### src/rtl/text_pkg.sv
// Shared constants and enumerations for the text-mode character RAM arbiter.
package text_pkg;

  localparam int unsigned TEXT_COLS = 60;
  localparam int unsigned TEXT_ROWS = 34;
  localparam int unsigned CELLS     = TEXT_COLS * TEXT_ROWS;
  localparam int unsigned ADDR_W    = 11;
  localparam int unsigned DATA_W    = 8;

  typedef enum logic [1:0] {
    ST_IDLE,
    ST_CLR_WAIT,
    ST_CLR_RUN
  } arb_state_e;

  typedef enum logic [1:0] {
    GNT_NONE,
    GNT_RD,
    GNT_CLR,
    GNT_HOST
  } grant_e;

endpackage

### src/rtl/text_ram_arbiter_if.sv
// Bus bundle for the text RAM arbiter: display read, host write, clear control and RAM port.
interface text_ram_arbiter_if #(
  parameter int unsigned ADDR_W = 11,
  parameter int unsigned DATA_W = 8
);

  logic              i_rd_en;
  logic [ADDR_W-1:0] i_rd_addr;
  logic [DATA_W-1:0] o_rd_data;
  logic              i_wr_valid;
  logic [ADDR_W-1:0] i_wr_addr;
  logic [DATA_W-1:0] i_wr_data;
  logic              o_wr_ready;
  logic              i_clr_start;
  logic [DATA_W-1:0] i_clr_char;
  logic              o_clr_busy;
  logic              o_ram_ce;
  logic              o_ram_we;
  logic [ADDR_W-1:0] o_ram_addr;
  logic [DATA_W-1:0] o_ram_wdata;
  logic [DATA_W-1:0] i_ram_rdata;

  modport slave (
    input  i_rd_en, i_rd_addr, i_wr_valid, i_wr_addr, i_wr_data,
           i_clr_start, i_clr_char, i_ram_rdata,
    output o_rd_data, o_wr_ready, o_clr_busy,
           o_ram_ce, o_ram_we, o_ram_addr, o_ram_wdata
  );

  modport master (
    output i_rd_en, i_rd_addr, i_wr_valid, i_wr_addr, i_wr_data,
           i_clr_start, i_clr_char, i_ram_rdata,
    input  o_rd_data, o_wr_ready, o_clr_busy,
           o_ram_ce, o_ram_we, o_ram_addr, o_ram_wdata
  );

endinterface

### src/rtl/text_wr_skid.sv
// One-entry host write buffer: accepts on valid&ready, empties on the retire strobe.
module text_wr_skid #(
  parameter int unsigned ADDR_W = 11,
  parameter int unsigned DATA_W = 8
) (
  input  logic              clk_i,
  input  logic              rst_ni,
  input  logic              valid_i,
  input  logic [ADDR_W-1:0] addr_i,
  input  logic [DATA_W-1:0] data_i,
  input  logic              accept_en_i,
  input  logic              retire_i,
  output logic              ready_o,
  output logic              full_o,
  output logic [ADDR_W-1:0] addr_o,
  output logic [DATA_W-1:0] data_o
);

  logic              full_q, full_d;
  logic [ADDR_W-1:0] addr_q, addr_d;
  logic [DATA_W-1:0] data_q, data_d;

  assign ready_o = !full_q && accept_en_i;

  // Accept and retire are exclusive: ready is low whenever the entry is occupied.
  always_comb begin
    full_d = full_q;
    addr_d = addr_q;
    data_d = data_q;
    if (valid_i && ready_o) begin
      full_d = 1'b1;
      addr_d = addr_i;
      data_d = data_i;
    end else if (retire_i) begin
      full_d = 1'b0;
    end
  end

  always_ff @(posedge clk_i or negedge rst_ni) begin
    if (!rst_ni) begin
      full_q <= 1'b0;
      addr_q <= '0;
      data_q <= '0;
    end else begin
      full_q <= full_d;
      addr_q <= addr_d;
      data_q <= data_d;
    end
  end

  assign full_o = full_q;
  assign addr_o = addr_q;
  assign data_o = data_q;

endmodule

### src/rtl/text_ram_arbiter.sv
// Fixed-priority arbiter for the character RAM: display read > clear fill > buffered host write.
// Clear engine is built only when TEXT_ARB_CLEAR_EN is defined.
module text_ram_arbiter #(
  parameter int unsigned ADDR_W = text_pkg::ADDR_W,
  parameter int unsigned DATA_W = text_pkg::DATA_W,
  parameter int unsigned CELLS  = text_pkg::CELLS
) (
  input  logic              i_clk,
  input  logic              i_rstn,
  text_ram_arbiter_if.slave bus
);

  import text_pkg::*;

  arb_state_e        state_q;
  grant_e            grant;
  logic              buf_full;
  logic              buf_ready;
  logic              retire;
  logic [ADDR_W-1:0] buf_addr;
  logic [DATA_W-1:0] buf_data;
  logic              ram_ce;
  logic              ram_we;
  logic [ADDR_W-1:0] ram_addr;
  logic [DATA_W-1:0] ram_wdata;

  text_wr_skid #(
    .ADDR_W (ADDR_W),
    .DATA_W (DATA_W)
  ) u_skid (
    .clk_i       (i_clk),
    .rst_ni      (i_rstn),
    .valid_i     (bus.i_wr_valid),
    .addr_i      (bus.i_wr_addr),
    .data_i      (bus.i_wr_data),
    .accept_en_i (state_q == ST_IDLE),
    .retire_i    (retire),
    .ready_o     (buf_ready),
    .full_o      (buf_full),
    .addr_o      (buf_addr),
    .data_o      (buf_data)
  );

  assign bus.o_wr_ready = buf_ready;
  assign bus.o_rd_data  = bus.i_ram_rdata;

  always_comb begin
    grant = GNT_NONE;
    if (bus.i_rd_en) begin
      grant = GNT_RD;
    end else if (state_q == ST_CLR_RUN) begin
      grant = GNT_CLR;
    end else if (buf_full) begin
      grant = GNT_HOST;
    end
  end

  assign retire = (grant == GNT_HOST);

`ifdef TEXT_ARB_CLEAR_EN
  logic              busy_q;
  logic [ADDR_W-1:0] cnt_q;
  logic [DATA_W-1:0] fill_q;

  // CLR_WAIT holds off the fill until any write accepted before the clear has retired.
  always_ff @(posedge i_clk or negedge i_rstn) begin
    if (!i_rstn) begin
      state_q <= ST_IDLE;
      busy_q  <= 1'b0;
      cnt_q   <= '0;
      fill_q  <= '0;
    end else begin
      case (state_q)
        ST_IDLE: begin
          if (bus.i_clr_start) begin
            fill_q  <= bus.i_clr_char;
            state_q <= ST_CLR_WAIT;
            busy_q  <= 1'b1;
          end
        end
        ST_CLR_WAIT: begin
          if (!buf_full) begin
            state_q <= ST_CLR_RUN;
          end
        end
        ST_CLR_RUN: begin
          if (grant == GNT_CLR) begin
            if (cnt_q == ADDR_W'(CELLS - 1)) begin
              cnt_q   <= '0;
              state_q <= ST_IDLE;
              busy_q  <= 1'b0;
            end else begin
              cnt_q <= cnt_q + 1'b1;
            end
          end
        end
        default: begin
          state_q <= ST_IDLE;
          busy_q  <= 1'b0;
        end
      endcase
    end
  end

  assign bus.o_clr_busy = busy_q;
`else
  logic unused_clr;

  always_ff @(posedge i_clk or negedge i_rstn) begin
    if (!i_rstn) begin
      state_q <= ST_IDLE;
    end else begin
      state_q <= ST_IDLE;
    end
  end

  assign bus.o_clr_busy = 1'b0;
  assign unused_clr     = ^{bus.i_clr_start, bus.i_clr_char, 32'(CELLS)};
`endif

  always_comb begin
    ram_ce    = 1'b0;
    ram_we    = 1'b0;
    ram_addr  = '0;
    ram_wdata = '0;
    case (grant)
      GNT_RD: begin
        ram_ce   = 1'b1;
        ram_addr = bus.i_rd_addr;
      end
`ifdef TEXT_ARB_CLEAR_EN
      GNT_CLR: begin
        ram_ce    = 1'b1;
        ram_we    = 1'b1;
        ram_addr  = cnt_q;
        ram_wdata = fill_q;
      end
`endif
      GNT_HOST: begin
        ram_ce    = 1'b1;
        ram_we    = 1'b1;
        ram_addr  = buf_addr;
        ram_wdata = buf_data;
      end
      default: begin
      end
    endcase
  end

  assign bus.o_ram_ce    = ram_ce;
  assign bus.o_ram_we    = ram_we;
  assign bus.o_ram_addr  = ram_addr;
  assign bus.o_ram_wdata = ram_wdata;

endmodule

### src/flat_wrapper.sv
// flat-port wrapper written by rule: the top's interface ports become plain ports
module text_ram_arbiter_flat import text_pkg::*;
#(
  parameter int unsigned ADDR_W = text_pkg::ADDR_W,
  parameter int unsigned DATA_W = text_pkg::DATA_W,
  parameter int unsigned CELLS  = text_pkg::CELLS
)
  (i_clk, i_rstn, bus_i_rd_en, bus_i_rd_addr, bus_i_wr_valid, bus_i_wr_addr, bus_i_wr_data, bus_i_clr_start, bus_i_clr_char, bus_i_ram_rdata, bus_o_rd_data, bus_o_wr_ready, bus_o_clr_busy, bus_o_ram_ce, bus_o_ram_we, bus_o_ram_addr, bus_o_ram_wdata);
  text_ram_arbiter_if #(.ADDR_W(ADDR_W), .DATA_W(DATA_W)) bus_i ();
  input  logic i_clk;
  input  logic i_rstn;
  input wire logic [$bits(bus_i.i_rd_en)-1:0] bus_i_rd_en;
  input wire logic [$bits(bus_i.i_rd_addr)-1:0] bus_i_rd_addr;
  input wire logic [$bits(bus_i.i_wr_valid)-1:0] bus_i_wr_valid;
  input wire logic [$bits(bus_i.i_wr_addr)-1:0] bus_i_wr_addr;
  input wire logic [$bits(bus_i.i_wr_data)-1:0] bus_i_wr_data;
  input wire logic [$bits(bus_i.i_clr_start)-1:0] bus_i_clr_start;
  input wire logic [$bits(bus_i.i_clr_char)-1:0] bus_i_clr_char;
  input wire logic [$bits(bus_i.i_ram_rdata)-1:0] bus_i_ram_rdata;
  output wire logic [$bits(bus_i.o_rd_data)-1:0] bus_o_rd_data;
  output wire logic [$bits(bus_i.o_wr_ready)-1:0] bus_o_wr_ready;
  output wire logic [$bits(bus_i.o_clr_busy)-1:0] bus_o_clr_busy;
  output wire logic [$bits(bus_i.o_ram_ce)-1:0] bus_o_ram_ce;
  output wire logic [$bits(bus_i.o_ram_we)-1:0] bus_o_ram_we;
  output wire logic [$bits(bus_i.o_ram_addr)-1:0] bus_o_ram_addr;
  output wire logic [$bits(bus_i.o_ram_wdata)-1:0] bus_o_ram_wdata;
  assign bus_i.i_rd_en = bus_i_rd_en;
  assign bus_i.i_rd_addr = bus_i_rd_addr;
  assign bus_i.i_wr_valid = bus_i_wr_valid;
  assign bus_i.i_wr_addr = bus_i_wr_addr;
  assign bus_i.i_wr_data = bus_i_wr_data;
  assign bus_i.i_clr_start = bus_i_clr_start;
  assign bus_i.i_clr_char = bus_i_clr_char;
  assign bus_i.i_ram_rdata = bus_i_ram_rdata;
  assign bus_o_rd_data = bus_i.o_rd_data;
  assign bus_o_wr_ready = bus_i.o_wr_ready;
  assign bus_o_clr_busy = bus_i.o_clr_busy;
  assign bus_o_ram_ce = bus_i.o_ram_ce;
  assign bus_o_ram_we = bus_i.o_ram_we;
  assign bus_o_ram_addr = bus_i.o_ram_addr;
  assign bus_o_ram_wdata = bus_i.o_ram_wdata;
  text_ram_arbiter #(.ADDR_W(ADDR_W), .DATA_W(DATA_W), .CELLS(CELLS)) u_core (.i_clk(i_clk), .i_rstn(i_rstn), .bus(bus_i));
endmodule
### config.mk
export PLATFORM = sky130hd
export DESIGN_NAME = text_ram_arbiter_flat
export DESIGN_NICKNAME = d
export VERILOG_FILES = /design/src/rtl/text_pkg.sv /design/src/rtl/text_ram_arbiter_if.sv /design/src/rtl/text_wr_skid.sv /design/src/rtl/text_ram_arbiter.sv /design/src/flat_wrapper.sv
export SDC_FILE = /design/constraint.sdc
export NUM_CORES = 1
export LEC_CHECK = 0
export ABC_AREA = 1
export CAP_MARGIN = 25
export CORE_UTILIZATION = 38
export CTS_BUF_LIST = sky130_fd_sc_hd__clkbuf_2 sky130_fd_sc_hd__clkbuf_4 sky130_fd_sc_hd__clkbuf_8
export DETAILED_ROUTE_END_ITERATION = 16
export PLACE_DENSITY_LB_ADDON = 0.12
export SETUP_SLACK_MARGIN = 0.1
export SYNTH_ARGS = -nofsm -noshare
export SYNTH_HDL_FRONTEND = slang
export SYNTH_HIERARCHICAL = 1
export SYNTH_SLANG_ARGS = --single-unit
### constraint.sdc
create_clock -name i_clk -period 1.9 [get_ports i_clk]
set_input_delay 0.38 -clock i_clk [delete_from_list [all_inputs] [get_ports i_clk]]
set_output_delay 0.38 -clock i_clk [all_outputs]
set_load 0.01 [all_outputs]
==> results of run 1 <==
flip-flops by register name, summed over array words and instances, names as in the netlist:
signal                cells
u_core/u_skid/addr_o     11
u_core/u_skid/data_o      8
u_core/u_skid/full_o      1
cell usage after synthesis:
| cell | count |
|---|---|
| dfrtp_1 | 20 |
| buf_2 | 5 |
| nand2_1 | 61 |
| conb_1 | 2 |
| buf_6 | 3 |
| nand4_1 | 19 |
| inv_1 | 11 |
| nand2_2 | 1 |
| nor2_1 | 9 |
| nand3_1 | 12 |
| inv_2 | 2 |
| o21ai_1 | 1 |
| buf_4 | 12 |
stage by stage:
| step | setup slack [ns] | area, sq um | util (%) | cells | hold slack [ns] |
|---|---|---|---|---|---|
| finish | 0.172 | 1710 | 60.6 | 242 | 0.416 |
| global route | 0.0746 | 1710 | 60.6 | 242 | 0.441 |
| detailed placement | -0.219 | 1670 | 59.2 | 235 | 0.460 |
| global placement | -0.211 | 1670 | 59.2 | 235 | 0.454 |
| CTS | 0.0531 | 1710 | 60.6 | 241 | 0.421 |
| floorplan | 0.780 | 1170 | - | 160 | 0.0844 |
final cells by class:
type                    count  area share [%]
flip-flops and latches     20            29.3
repair buffers             67            35.6
clock buffers               4            2.12
well taps                  31            2.26
multi-input cells         107            27.9
inverters                  13            2.85
power breakdown:
| group | internal (mW) | total, mW | switching (mW) |
|---|---|---|---|
| Clock | 0.117 | 0.240 | 0.123 |
| Combinational | 0.372 | 0.799 | 0.427 |
| Sequential | 0.631 | 0.746 | 0.115 |
| Total | 1.12 | 1.78 | 0.664 |
per-layer routing:
metal	global-route usage [%]	wire, microns	vias up
met5	0	0	-
met4	6.27	57	0
met3	2.49	215	10
met2	33.4	1360	44
met1	22.3	1100	527
li1	-	-	598
worst max-delay path, cell delays in order, from the launching register on:
cell and delay [ns]:
dfrtp_2 0.45, buf_4 0.15, nand2_4 0.11, inv_1 0.07
dlygate4sd2_1 0.28
layout by cell type (no fill, tap or decap):
cell and n:
dfrtp_1 19, o21ai_1 1, inv_2 2, clkbuf_2 6, nor2_1 9, conb_1 4
clkdlybuf4s15_1 8, nand3_1 11, clkdlybuf4s50_1 32, clkbuf_8 1, dlygate4sd2_1 9, inv_1 11
clkbuf_4 3, buf_6 3, nand4_1 19, nand2_4 1, nand2_1 61, dfrtp_2 1
nand3_2 1, buf_4 9
logic make-up (layout without fill, tap and decap cells):
group           count (synthesis)  after routing  share of synthesized area [%]
simple gates                  102            102                           38.7
compound gates                  1              1                          0.432
flops                          20             20                           43.2
other cells                     2              4                          0.648
buf+inv                        33             84                           17.1
what timing repair did:
item / in CTS / in global routing
setup buffers: 2 / 1
endpoints found under the setup margin: 22 / 11
gates resized for setup: 30 / 19
worst max path at each step:
stage / start / slack, ns / to
final: u_core/u_skid/full_o / 0.17 / bus_o_ram_we
after global routing: u_core/u_skid/full_o / 0.07 / bus_o_ram_addr[8]
after CTS: u_core/u_skid/full_o / 0.05 / bus_o_ram_addr[8]
after detailed placement: bus_i_rd_en / -0.22 / bus_o_ram_wdata[7]
after global placement: bus_i_rd_en / -0.21 / bus_o_ram_wdata[7]
after floorplan: u_core/u_skid/full_o / 0.78 / bus_o_ram_wdata[0]
==> results.yml, run 1 <==
setup_path:
  crit_arrival_ns: 1.35
  worstReg2RegStart: "u_core/u_skid/full_o"
  crit_type: "reg2out"
  end_kind: "primary output"
  worstPathRequired_ns: 1.52
  cp-start-kind: "flop"
  path_max_fanout: 9
  r2r_cells: 5
  rrSetupSlack_ns: 0.61
  timing.rr.end: "u_core/u_skid/addr_o[3]"
clock_network:
  cts_buffer_depth: 2
  clkSlewWorstSetupHoldPaths_ns: 0.11
  cts_sinks: 20
  cts_buffers: 3
  htree_num_levels: 1
  root_buffer: "clkbuf_4"
  hold_buffers: 0
  clock_latency_ns: 0.29
  cts_tree: "done"
sta:
  finalHoldViolCount: 0
  rsz0062_at_grt: "yes"
  slew_violations: 0
  min_period_ns: 1.73
  setup_tns_ns: 0
  max_freq_mhz: 579
  clock_skew_ns: 0.00138
  period_share_pct: 91.0
  setup_viol: 0
floorplan:
  start_util_pct: 41.0
  die_h_microns: 57.2
  core_area_sq_um: 2830
  num_io_pins: 82
  rows: 19
  dieArea_sq_um: 3270
  die_w_microns: 57.2
placed_design:
  gp_congestion: 0.771
  hpwlAfterDp_microns: 1990
  io_buffers: 55
routing:
  remaining_drc_errors: 8
  wirelength_microns: 2730
  postRouteAntennaNets: 0
  viasPerCell: 4.87
  wl_per_cell_microns: 11.3
  dr.first_iter.drc_count: 77
  vias: 1179
  dr.pass1.iters: 10
power:
  leakagePower_nw: 0.933
  ir_drop_mv: 0.540
  finalPower_mw: 1.78
  power_density_nw_per_um2: 1040
outcome:
  status: "finished, violations left"
  failed_checks: "design-rule violations"
finish:
  n_antenna_cell: 0
  multi_input_area_sq_um: 478
  register_area_sq_um: 502
  final_nets: 263
  nFillCells: 283
  drive_gt1_share_pct: 12.8
  area_growth_syn_to_layout_pct: 47.9
global_routing:
  grt_use_total_pct: 18.4
  antenna_found_initial: 0
  grt_pass1_vias: 1164
  grt_overflow: 0
  grt_max_degree: 22
  grt_pass1_wl_microns: 4820
flow_run:
  maxCapViolations: 0
logic_synthesis:
  yosysSeqAreaShare_pct: 43.2
  synth_top_area_share_pct: 43.2
  yosys.area.top_type: "dfrtp_1"
  syn_inst: 158
  ys_ff_latch: 20
  synth_area_sq_um: 1160
  synth.avg_cell_area_sq_um: 7.33
  synth_area_leaders: "dfrtp_1, nand2_1, nand4_1, buf_4, nand3_1"
  ys.warnings.count: 6
  ys_types: 13
hold_path:
  min_path_type: "in2async"
Power figures use the tool's default switching activity.
==> run 2, diff against run 1 <==
--- a/config.mk
+++ b/config.mk
@@ -7,7 +7,7 @@
 export LEC_CHECK = 0
 export ABC_AREA = 1
 export CAP_MARGIN = 25
-export CORE_UTILIZATION = 38
+export CORE_UTILIZATION = 36
 export CTS_BUF_LIST = sky130_fd_sc_hd__clkbuf_2 sky130_fd_sc_hd__clkbuf_4 sky130_fd_sc_hd__clkbuf_8
 export DETAILED_ROUTE_END_ITERATION = 16
 export PLACE_DENSITY_LB_ADDON = 0.12
==> constraint.sdc (replaced) <==
create_clock -name i_clk -period 1.6 [get_ports i_clk]
set_input_delay 0.32 -clock i_clk [delete_from_list [all_inputs] [get_ports i_clk]]
set_output_delay 0.32 -clock i_clk [all_outputs]
set_load 0.01 [all_outputs]
==> run 2 against run 1 <==
Effect of this change:
- the flow now finishes without violations
- die area up 5.4%
- routed wire length is 8.2% higher
- first-iteration DRC count decreased by 58%
- clock power fell by 4%
- via count increased by 0.42%
- flip-flop and latch count did not move
- clock-buffer cell count fell by 1
- critical path type unchanged
==> results.yml, run 2 (synthesis results as in run 1) <==
setup_path:
  path_max_fanout: 5
  worstReg2RegStart: "u_core/u_skid/full_o"
  end_kind: "primary output"
  crit_type: "reg2out"
  cp-start-kind: "flop"
  timing.rr.end: "u_core/u_skid/addr_o[2]"
  cp_top_family: "flip-flops"
  worstPathRequired_ns: 1.28
  cp.buffers_inverters: 2
  crit_arrival_ns: 1.17
  startpoint: "u_core/u_skid/full_o"
  r2r_cells: 5
  rrSetupSlack_ns: 0.43
  critPathSlowestCell: "dfrtp_2"
  cp-endpoint: "bus_o_wr_ready"
  critPathMaxStageDelay_ns: 0.48
  cp_cell_sequence: "buf_4 > nor2_2 > buf_2"
  path_depth: 3
clock_network:
  cts_tree: "done"
  cts_sinks: 20
  post_cts_buffers: 0
  cts_buffers: 3
  htree_num_levels: 1
  clkSlewWorstSetupHoldPaths_ns: 0.11
  hold_buffers: 0
  root_buffer: "clkbuf_4"
  clock_latency_ns: 0.29
  cts_buffer_depth: 2
global_routing:
  grt_pass1_wl_microns: 4890
  grt_overflow: 0
  antenna_found_initial: 0
  grt_max_degree: 21
  grt_use_total_pct: 18.2
  grt_pass1_vias: 1132
sta:
  rsz0062_at_grt: "yes"
  slew_violations: 0
  period_share_pct: 92.8
  setup_tns_ns: 0
  clock_skew_ns: 0.00384
  max_freq_mhz: 673
  finalHoldViolCount: 0
  min_period_ns: 1.49
  setup_viol: 0
routing:
  wirelength_microns: 2960
  viasPerCell: 4.63
  dr.first_iter.drc_count: 32
  vias: 1184
  dr.pass1.iters: 4
  wl_per_cell_microns: 11.5
  postRouteAntennaNets: 0
  remaining_drc_errors: 0
floorplan:
  core_area_sq_um: 3050
  die_w_microns: 58.7
  rows: 20
  dieArea_sq_um: 3450
  start_util_pct: 38.0
  die_h_microns: 58.7
  num_io_pins: 82
placed_design:
  hpwlAfterDp_microns: 2110
  io_buffers: 55
  dpl_cell_area_sq_um: 1720
  dp.cells: 252
  gp_congestion: 0.730
power:
  clkPwrFrac_pct: 10.7
  intPower_mw: 1.29
  switching_share_pct: 40.1
  power_density_nw_per_um2: 1260
  leakagePower_nw: 0.917
  sequentialPowerShare_pct: 43.4
  comb_power_share_pct: 45.8
  power_switching_uw: 862
  ir_drop_mv: 0.551
hold_path:
  min_path_type: "in2async"
finish:
  layout_common_cells: "nand2_1, clkdlybuf4s50_1, nand4_1, dfrtp_1, buf_2"
  n_antenna_cell: 0
  layout_commonest_cell: "nand2_1"
  final_nets: 265
  drive_gt1_share_pct: 26.4
  area_growth_syn_to_layout_pct: 47.5
  largest_register_ffs: 11
  final_cell_area_sq_um: 1710
  fin_cells: 256
outcome:
  status: "complete, no violations"
flow_run:
  maxCapViolations: 0
run 2: changes by cell type in the layout (fill, tap and decap cells not counted), sizes merged:
cell | before | now
buf | 12 | 26
clkdlybuf4s15 | 8 | 0
dlygate4sd2 | 9 | 1
clkbuf | 10 | 12
nand2 | 62 | 63
run 2: worst min-delay path by stage:
stage,end,slack (ns),cells past startpoint
final,u_core/u_skid/addr_o[5],0.36,2
after global routing,u_core/u_skid/data_o[3],0.38,2
after CTS,u_core/u_skid/addr_o[5],0.36,2
after detailed placement,u_core/u_skid/addr_o[1],0.46,2
after global placement,u_core/u_skid/data_o[4],0.45,2
after floorplan,u_core/u_skid/addr_o[0],0.02,0
run 2: stage by stage:
| step | power [mW] | setup WS (ns) | util (%) | hold WS [ns] |
|---|---|---|---|---|
| 2_1_floorplan | 1.46 | 0.540 | - | 0.0244 |
| 3_3_place_gp | 1.90 | -0.390 | 56.4 | 0.455 |
| 3_5_place_dp | 1.93 | -0.417 | 56.4 | 0.461 |
| 4_1_cts | 2.08 | 0.0216 | 55.0 | 0.360 |
| 5_1_grt | 2.34 | 0.0468 | 56.0 | 0.384 |
| 6_report | 2.15 | 0.115 | 56.0 | 0.355 |
run 2: routing by layer:
layer	vias up	wire (microns)	global-route usage (%)
li1	600	-	-
met1	535	1280	22.9
met2	43	1400	30.5
met3	6	243	3.52
met4	0	27	7.82
met5	-	0	0
run 2: power by group through the flow:
stage	Clock (mW)	Combinational [mW]	Sequential, mW
after global routing	0.260	1.11	0.971
after CTS	0.236	0.948	0.900
after detailed placement	0	1.03	0.898
after global placement	0	1.01	0.889
after floorplan	0	0.593	0.868
final	0.231	0.985	0.933
run 2: cell type report:
type	count	area [sq um]
inverter	13	48.8
tap	44	55.1
timing repair buffer	68	544
fill	323	1340
clock buffer	3	22.5
multi-input combinational	108	537
sequential	20	502
run 2: what timing repair did:
| action | in CTS | in global routing |
|---|---|---|
| gates resized for setup | 66 | 31 |
| endpoints found under the setup margin | 22 | 21 |
| pin swaps | 1 | 17 |
| cloned | 0 | 1 |
run 2: worst reg2reg max path, stage by stage (launching register included):
cell and delay [ns]:
dfrtp_2 0.48, buf_4 0.16, inv_2 0.04, buf_4 0.22
nand4_1 0.12, nand2_1 0.08
==> run 3, diff against run 2 <==
--- a/config.mk
+++ b/config.mk
@@ -8,7 +8,7 @@
 export ABC_AREA = 1
 export CAP_MARGIN = 25
 export CORE_UTILIZATION = 36
-export CTS_BUF_LIST = sky130_fd_sc_hd__clkbuf_2 sky130_fd_sc_hd__clkbuf_4 sky130_fd_sc_hd__clkbuf_8
+export CTS_BUF_LIST = sky130_fd_sc_hd__clkbuf_8
 export DETAILED_ROUTE_END_ITERATION = 16
 export PLACE_DENSITY_LB_ADDON = 0.12
 export SETUP_SLACK_MARGIN = 0.1
==> constraint.sdc (replaced) <==
create_clock -name i_clk -period 1.5 [get_ports i_clk]
set_input_delay 0.3 -clock i_clk [delete_from_list [all_inputs] [get_ports i_clk]]
set_output_delay 0.3 -clock i_clk [all_outputs]
set_load 0.01 [all_outputs]
==> run 3 against run 2 <==
Effect of this change:
- routed wire length rose by 2.8%
- clock power rose by 45%
- non-clock buffer count rose by 1
- clock skew fell by 0.0012 ns
- via count rose by 1.8%
- critical path type unchanged
- largest cell class unchanged
- largest power group unchanged
- highest routed layer unchanged
==> results.yml, run 3 (synthesis results as in run 1) <==
setup_path:
  worstPathRequired_ns: 1.20
  critPathMaxStageDelay_ns: 0.47
  cp.buffers_inverters: 2
  critPathSlowestCell: "dfrtp_2"
  r2r_cells: 5
  path_depth: 3
  timing.rr.end: "u_core/u_skid/addr_o[2]"
  crit_type: "reg2out"
  cp_cell_sequence: "buf_4 > nor2_2 > buf_2"
  cp_top_family: "flip-flops"
  end_kind: "primary output"
  cp-start-kind: "flop"
  rrSetupSlack_ns: 0.33
  path_max_fanout: 5
  worstReg2RegStart: "u_core/u_skid/full_o"
  crit_arrival_ns: 1.13
power:
  power_density_nw_per_um2: 1370
  ir_drop_mv: 0.626
  leakagePower_nw: 0.943
clock_network:
  cts_sinks: 20
  cts_buffer_depth: 2
  clock_latency_ns: 0.25
  cts_tree: "done"
  root_buffer: "clkbuf_8"
  cts_buffers: 3
  htree_num_levels: 1
  hold_buffers: 0
  clkSlewWorstSetupHoldPaths_ns: 0.07
floorplan:
  dieArea_sq_um: 3450
  core_area_sq_um: 3050
  start_util_pct: 38.0
  die_h_microns: 58.7
  die_w_microns: 58.7
  num_io_pins: 82
  rows: 20
global_routing:
  grt_pass1_wl_microns: 5180
  grtUsageMet2_pct: 33.0
  grt_use_total_pct: 19.4
  grt_use_met1_pct: 24.2
  met3_usage_pct: 3.08
  grt_most_used_layer: "met2"
  grt_pass1_vias: 1168
  grt_overflow: 0
  antenna_found_initial: 0
  grt_max_degree: 21
finish:
  fin_cells: 257
  layout_common_cells: "nand2_1, clkdlybuf4s50_1, buf_2, nand4_1, dfrtp_1"
  final_util_pct: 57.3
  drive_gt1_share_pct: 26.8
  layout_commonest_cell: "nand2_1"
  final_cell_area_sq_um: 1750
  final_nets: 266
  nFillCells: 315
  area_growth_syn_to_layout_pct: 51.1
  n_antenna_cell: 0
  largest_register_ffs: 11
routing:
  dr.pass1.iters: 4
  wirelength_microns: 3040
  vias: 1205
  dr.first_iter.drc_count: 53
  postRouteAntennaNets: 0
  remaining_drc_errors: 0
  viasPerCell: 4.69
  wl_per_cell_microns: 11.8
placed_design:
  io_buffers: 55
  hpwlAfterDp_microns: 2110
  dpl_cell_area_sq_um: 1720
  gp_congestion: 0.730
  dp.cells: 252
sta:
  finalHoldViolCount: 0
  setup_tns_ns: 0
  period_share_pct: 95.0
  clock_skew_ns: 0.00262
  setup_viol: 0
  max_freq_mhz: 702
  rsz0062_at_grt: "yes"
  min_period_ns: 1.43
  slew_violations: 0
hold_path:
  min_path_type: "in2async"
flow_run:
  maxCapViolations: 0
outcome:
  status: "complete, no violations"
run 3: cell types whose count changed in the layout (fill, tap and decap cells not counted):
| cell | change |
|---|---|
| buf_2 | +8 |
| buf_4 | -1 |
| buf_6 | +2 |
| clkbuf_2 | -8 |
| clkbuf_4 | -3 |
| clkbuf_8 | +3 |
| inv_2 | -1 |
| inv_4 | +1 |
| nand2_2 | -1 |
| nand2_4 | +1 |
run 3: what timing repair did:
| item | CTS | global route |
|---|---|---|
| gates resized for setup | 102 | 7 |
| endpoints found under the hold margin | 0 | 0 |
| pin swaps | 15 | 5 |
| cloned | 1 | 0 |
| setup endpoints to repair | 22 | 18 |
| setup buffers | 1 | 0 |
run 3: power breakdown:
part | leakage (nW) | switching, mW | total, mW | internal, mW
Combinational | 0.675 | 0.575 | 1.06 | 0.483
Clock | 0.0216 | 0.157 | 0.335 | 0.178
Sequential | 0.247 | 0.200 | 1.00 | 0.804
Total | 0.943 | 0.932 | 2.40 | 1.47
run 3: worst max-delay path by stage:
stage | startpoint | end | slack, ns
global route | u_core/u_skid/full_o | bus_o_ram_addr[0] | 0.01
finish | u_core/u_skid/full_o | bus_o_wr_ready | 0.07
global placement | bus_i_rd_en | bus_o_ram_wdata[4] | -0.45
detailed placement | bus_i_rd_en | bus_o_ram_wdata[2] | -0.48
floorplan | u_core/u_skid/full_o | bus_o_ram_wdata[0] | 0.46
CTS | u_core/u_skid/full_o | bus_o_ram_wdata[2] | 0.03
run 3: routing by layer:
layer	share of wire, %	vias to the layer above
li1	-	603
met1	43	550
met2	48	44
met3	8.3	8
met4	1.5	0
met5	0	-
run 3: cell type report:
cell class | count | area, sq um | share of cell area, %
repair buffers | 69 | 559 | 32.0
multi-input cells | 108 | 542 | 31.0
flip-flops and latches | 20 | 502 | 28.7
inverters | 13 | 51.3 | 2.93
clock buffers | 3 | 41.3 | 2.36
well taps | 44 | 55.1 | 3.15
run 3: through the flow:
step | power [mW] | worst slack, ns | hold WS [ns]
after floorplan | 1.56 | 0.460 | 0.00441
after global placement | 2.03 | -0.450 | 0.455
after detailed placement | 2.06 | -0.477 | 0.461
after CTS | 2.43 | 0.0257 | 0.393
after global routing | 2.61 | 0.0129 | 0.425
final | 2.40 | 0.0749 | 0.387
